$ cat config.mk
export PLATFORM = sky130hd
export DESIGN_NAME = itof
export DESIGN_NICKNAME = d
export VERILOG_FILES = /design/src/rtl/itof.sv
export SDC_FILE = /design/constraint.sdc
export NUM_CORES = 1
export LEC_CHECK = 0
export BUFFER_PORTS_ARGS = -buffer_cell sky130_fd_sc_hd__buf_2
export CELL_PAD_IN_SITES_DETAIL_PLACEMENT = 1
export CELL_PAD_IN_SITES_GLOBAL_PLACEMENT = 2
export CORE_ASPECT_RATIO = 1.25
export CORE_MARGIN = 1
export CORE_UTILIZATION = 37
export DETAILED_ROUTE_END_ITERATION = 8
export GPL_ROUTABILITY_DRIVEN = 0
export GPL_TIMING_DRIVEN = 0
export MAX_ROUTING_LAYER = met4
export PLACE_DENSITY_LB_ADDON = 0.1
export SLEW_MARGIN = 20
export SYNTH_ARGS = -nofsm -noshare
export SYNTH_HDL_FRONTEND = slang
export SYNTH_SLANG_ARGS = --single-unit
$ cat constraint.sdc
create_clock -name clk -period 4.15 [get_ports clk]
set_clock_uncertainty 0.15 [all_clocks]
set_input_delay 0.83 -clock clk [delete_from_list [all_inputs] [get_ports clk]]
set_output_delay 0.83 -clock clk [all_outputs]
set_load 0.02 [all_outputs]
$ cat src/rtl/itof.sv
// ---------------------------------------------------------------------------
// itof -- pipelined signed 32-bit integer to IEEE-754 single conversion.
//
// Three register stages, one conversion accepted every clock, no handshake.
// An operand sampled on edge E0 produces its result on y after edge E2.
//
//   stage 1 : sign capture and two's-complement magnitude
//   stage 2 : leading-zero count, left normalisation, zero detect
//   stage 3 : exponent, round-to-nearest-even, pack into y
//
// Ports
//   x1  : in  32  signed two's-complement operand
//   y   : out 32  single-precision result {sign, exp[7:0], mant[22:0]}
//   clk : in   1  clock, rising edge
//   rst : in   1  asynchronous active-high reset, clears every stage
// ---------------------------------------------------------------------------
module itof (
   input  logic [31:0] x1,
   output logic [31:0] y,
   input  logic        clk,
   input  logic        rst
);

   // ---------------- stage 1 ----------------
   logic [31:0] mag_next;
   logic        s1_sign_reg;
   logic [31:0] s1_mag_reg;

   // 0x80000000 negates to itself, which read as unsigned is exactly 2^31.
   assign mag_next = x1[31] ? (~x1 + 32'd1) : x1;

   always_ff @(posedge clk or posedge rst) begin
      if (rst) begin
         s1_sign_reg <= 1'b0;
         s1_mag_reg  <= 32'd0;
      end else begin
         s1_sign_reg <= x1[31];
         s1_mag_reg  <= mag_next;
      end
   end

   // ---------------- stage 2 ----------------
   logic [5:0]  lzc_next;
   logic [31:0] norm_next;
   logic        zero_next;
   logic        s2_sign_reg;
   logic [31:0] s2_norm_reg;
   logic [5:0]  s2_lzc_reg;
   logic        s2_zero_reg;

   // Ascending scan: the highest set bit is the last one to write lzc_next.
   always_comb begin
      lzc_next = 6'd32;
      for (int i = 0; i < 32; i++) begin
         if (s1_mag_reg[i]) begin
            lzc_next = 6'(31 - i);
         end
      end
   end

   assign norm_next = s1_mag_reg << lzc_next;
   assign zero_next = (s1_mag_reg == 32'd0);

   // The zero flag resets to 1 so the drained pipeline packs to +0 rather
   // than to a spurious exponent built from cleared registers.
   always_ff @(posedge clk or posedge rst) begin
      if (rst) begin
         s2_sign_reg <= 1'b0;
         s2_norm_reg <= 32'd0;
         s2_lzc_reg  <= 6'd0;
         s2_zero_reg <= 1'b1;
      end else begin
         s2_sign_reg <= s1_sign_reg;
         s2_norm_reg <= norm_next;
         s2_lzc_reg  <= lzc_next;
         s2_zero_reg <= zero_next;
      end
   end

   // ---------------- stage 3 ----------------
   logic [22:0] mant_trunc;
   logic        guard_bit;
   logic        sticky_bit;
   logic        lsb_bit;
   logic        round_up;
   logic [23:0] mant_rnd;
   logic [7:0]  exp_base;
   logic [7:0]  exp_next;
   logic [31:0] y_next;
   logic [31:0] y_reg;

   assign mant_trunc = s2_norm_reg[30:8];
   assign guard_bit  = s2_norm_reg[7];
   assign sticky_bit = |s2_norm_reg[6:0];
   assign lsb_bit    = s2_norm_reg[8];
   assign round_up   = guard_bit & (sticky_bit | lsb_bit);

   // Bit 23 of the rounded mantissa is the carry-out; when set the fraction
   // bits are already all zero and only the exponent needs bumping.
   assign mant_rnd = {1'b0, mant_trunc} + 24'(round_up);
   assign exp_base = 8'd158 - {2'b00, s2_lzc_reg};
   assign exp_next = exp_base + 8'(mant_rnd[23]);

   always_comb begin
      y_next = 32'd0;
      if (!s2_zero_reg) begin
         y_next = {s2_sign_reg, exp_next, mant_rnd[22:0]};
      end
   end

   always_ff @(posedge clk or posedge rst) begin
      if (rst) begin
         y_reg <= 32'd0;
      end else begin
         y_reg <= y_next;
      end
   end

   assign y = y_reg;

endmodule

# [Yosys cells after proc, flatten, opt, wreduce, memory -nomap -nowiden]
# Cells that the tools add are included.
[totals] ff_bits=104 out_inout_bits=32
[classes] add_sub_neg=4 shift=1 mux=34 bitwise_logic=3 n_reduce_logical=2
[ops] op="6-bit two-way mux" n=32
[ops] op="32-bit two-way mux" n=2
[ops] op="32-bit by 1-bit adder with 32-bit output (second input constant)" n=1
[ops] op="32-bit zero test" n=1
[ops] op="32-bit NOT" n=1
[ops] op="32-bit by 6-bit << shifter with 31-bit output" n=1
[ops] op="23-bit by 1-bit adder with 24-bit output" n=1
[ops] op="8-bit by 1-bit adder with 8-bit output" n=1
[ops] op="8-bit by 6-bit subtractor with 8-bit output (first input constant)" n=1
[ops] op="7-bit OR reduction" n=1
[ops] op="1-bit bitwise AND" n=1
[ops] op="1-bit OR" n=1

# [Longest topological paths before layout]
[logic_depth] word_depth=33 ltp_mapped=11

# [Worst setup path after synthesis]
# OpenSTA, ideal clock, no wires.
[synth_path] path_type="input to register" startpoint="input x1[8]" endpoint="register s1_mag_reg[26]" setup_ns=0.080 t_arrival_ns=2.890 setup_slack_ns=1.030 path_stages=6 cell_sequence="or4_4 > or3_4 > or3_4 > or3_4 > o41ai_2 > xnor2_1"
[synth_between] elab_chain_cells=3
[synth_lines] element="start, declared" line="18" text="input logic [31:0] x1,"
[synth_lines] element="32-bit NOT" line="30" text="assign mag_next = x1[31] ? (~x1 + 32'd1) : x1;"
[synth_lines] element="32-bit by 1-bit adder with 32-bit output" line="30"
[synth_lines] element="32-bit two-way mux" line="30"
[synth_lines] element="named net mag_next[26]" line="25" text="logic [31:0] mag_next;"
[synth_lines] element="end signal, assigned" line="38" text="s1_mag_reg <= mag_next;"
[synth_lines] element="end, declared" line="27" text="logic [31:0] s1_mag_reg;"
# The timed path passes the listed nets, and every way through them passes these cells.

# [Worst setup path in the final report]
[layout_path] startpoint="register s1_mag_reg[28]" endpoint="register s2_norm_reg[22]"
[layout_between] elab_chain_cells=5
[layout_lines] element="6-bit two-way mux (4 in a row)" line="55" text="if (s1_mag_reg[i]) begin"
[layout_lines] element="named net lzc_next[4]" line="43" text="logic [5:0] lzc_next;"
[layout_lines] element="32-bit by 6-bit << shifter with 31-bit output" line="61" text="assign norm_next = s1_mag_reg << lzc_next;"
[layout_lines] element="named net norm_next[22]" line="44" text="logic [31:0] norm_next;"
[layout_lines] element="end signal, assigned" line="74" text="s2_norm_reg <= norm_next;"
[layout_lines] element="end, declared" line="47" text="logic [31:0] s2_norm_reg;"
# The timed path passes the listed nets, and every way through them passes these cells.

==> flow_summary.json <==
{
  "final-seq-area_sq_um": 2600,
  "syn_to_final_growth_pct": 15.1,
  "p_comb_frac": 0.327,
  "slew_headroom": 0.405,
  "regToRegSetupSlack_ns": 0.33,
  "cts.sink_count": 104,
  "path_max_fanout": 10,
  "powerDensity_nw_per_um2": 468,
  "ys_seq_area_frac": 0.429,
  "r2r_cells": 7,
  "cts_hold_buf": 0,
  "instances_no_fill": 949,
  "synthCells": 655,
  "synth_area_leaders": "dfrtp_1, xnor2_1, nor2_1",
  "async_reset_ff_frac": 1.00,
  "hold_viol_final": 0,
  "synth-edff-count": 0,
  "irDropWorstVdd_uv": 194,
  "synth_cell_types": 69,
  "fin_setup_tns_ns": 0,
  "syn_area_sq_um": 6060,
  "cts_buffers": 9,
  "ios": 66,
  "antenna_found_initial": 0,
  "initial_core_util": 0.383,
  "overflow": 0,
  "die_w_um": 117,
  "cts_buffer_depth": 2,
  "fillCellCount": 1913,
  "clockRootBuffer": "clkbuf_16",
  "rsz0062_at_grt": "false",
  "worstMarginPinSlew_ns": 0.870,
  "die_h_um": 145,
  "p_sw_mw": 1.26,
  "insertedDiodeCount": 0,
  "grt_pass1_vias": 5893,
  "die_area_sq_um": 16900,
  "avgViaCountPerCell": 5.83,
  "rows": 51,
  "portBuffers": 65,
  "hpwl_mm": 15.5,
  "num_vias": 5529,
  "internal_power_mw": 2.01,
  "setup_ws_ns": 0.326,
  "path_class": "flop to flop",
  "power.leakage_nw": 2.76,
  "worstSkewPairLatency_ns": 0.36,
  "min_period_over_period": 0.922,
  "routed_wl_mm": 19.5,
  "yosysTopAreaCell": "dfrtp_1",
  "finalNetCount": 770,
  "grtUsageTotal": 0.252,
  "drv_slew": 0,
  "whs_ns": 0.208,
  "r2r-end": "s2_norm_reg[22]",
  "end_kind": "flop",
  "yosysWarnings": 0,
  "grt_pass1_wl_mm": 31.5,
  "seqPwrFrac": 0.417,
  "clk_pin_slew_worst_paths_ns": 0.08,
  "synth_top_area_frac": 0.425,
  "p_total_mw": 3.27,
  "synth.most_common_cell": "dfrtp_1",
  "clkPwrFrac": 0.256,
  "fmax_ghz": 0.261,
  "synth-main-ff-cell": "dfrtp_1",
  "core_area_sq_um": 15800,
  "drive_gt1_frac": 0.153,
  "multiInputGateArea_sq_um": 3260,
  "drv_cap": 0,
  "worstHoldStart": "s1_sign_reg",
  "drtIter0Drc": 248,
  "placed_cells": 933,
  "avgSynthCellArea_sq_um": 9.26,
  "hold_depth": 0,
  "min_period_ns": 3.82,
  "synth_commonest_cells": "dfrtp_1, nor2_1, nand2_1",
  "wire_per_inst_um": 20.5,
  "final_antenna_net_count": 0,
  "required_ns": 4.21,
  "r2r_start": "s1_mag_reg[28]",
  "drc": 0,
  "grt_max_degree": 72,
  "hp-class": "flop to flop",
  "ys_seq_elements": 104,
  "arrival_ns": 3.88,
  "finalSetupViolations": 0,
  "post-cts-setup-buffers": 0,
  "cp-start-kind": "flop",
  "status": "completed",
  "dp_slack_ns": 0.447,
  "syn_nets": 693,
  "htree_num_levels": 3,
  "holdPathEnd": "s2_sign_reg",
  "sw_frac_of_total": 0.384,
  "cts_resized": 0,
  "tritoncts": "built",
  "drt_pass1_iterations": 4
}
-- cell usage in the layout (no fill, tap or decap), types with 22 or more instances in the layout --
cell type / netlist / layout
a211oi_1: 30 / 30
a21oi_1: 33 / 33
buf_2: 5 / 70
dfrtp_1: 103 / 103
nand2_1: 46 / 46
nand3_1: 22 / 22
nor2_1: 76 / 76
nor3_1: 30 / 30
o21ai_0: 29 / 29
xnor2_1: 36 / 36
-- worst max path at each step --
| stage | start | end | depth (start not counted) | slack, ns |
|---|---|---|---|---|
| after detailed placement | s1_mag_reg[28] | s2_norm_reg[27] | 9 | 0.45 |
| after floorplan | rst | s1_mag_reg[0] | 1 | 0.44 |
| after global routing | s1_mag_reg[28] | s2_norm_reg[27] | 9 | 0.13 |
| after global placement | rst | y[9] | 2 | -0.42 |
| after CTS | s1_mag_reg[28] | s2_norm_reg[27] | 9 | 0.42 |
| final | s1_mag_reg[28] | s2_norm_reg[22] | 7 | 0.33 |
-- routing by layer --
metal  vias up  global-route usage  share of wire  wire length, um
met5         -                   -              0                0
met1      2717               0.265           0.38             7440
met2       162               0.446           0.54            10500
met3        62              0.0338          0.032              618
li1       2588                   -              -                -
met4         0               0.134          0.049              949
-- stage by stage --
stage / area (sq um) / util
floorplan: 6060 / -
global route: 6980 / 0.441
global placement: 6660 / 0.421
finish: 6980 / 0.441
detailed placement: 6690 / 0.423
CTS: 6980 / 0.441
-- power groups by stage --
stage                     combinational (mW)  sequential (mW)  clock, mW
final                                   1.07             1.36      0.837
after global routing                    1.17             1.40      0.898
after CTS                               1.06             1.36      0.853
after detailed placement                1.06             1.38          0
after global placement                  1.04             1.37          0
after floorplan                        0.599             1.46          0
-- area by class of cell --
type	count	share of cell area
buffer	29	0.0181
sequential	104	0.373
multi-input combinational	504	0.468
clock buffer	10	0.0328
clock inverter	6	0.00896
timing repair buffer	66	0.0506
tap	212	0.0380
inverter	18	0.0108
-- critical path, cell delays in order (launching register included) --
cell	delay [ns]
dfrtp_1	0.49
nor4_4	0.65
nand2_1	0.40
nor2_1	0.65
nand2_1	0.44
inv_1	0.38
a2111oi_0	0.14
a221oi_1	0.37
-- logic make-up after synthesis --
| kind of cell | after synthesis | synth area share |
|---|---|---|
| AND/OR/NAND/NOR | 250 | 0.209 |
| AO/OA/AOI/OAI | 180 | 0.215 |
| flip-flops | 104 | 0.429 |
| XOR/XNOR | 51 | 0.0737 |
| buffers and inverters | 47 | 0.0324 |
| multiplexers | 19 | 0.0322 |
| adder cells (fa/ha/maj) | 4 | 0.00825 |
Power figures use the tool's default switching activity.
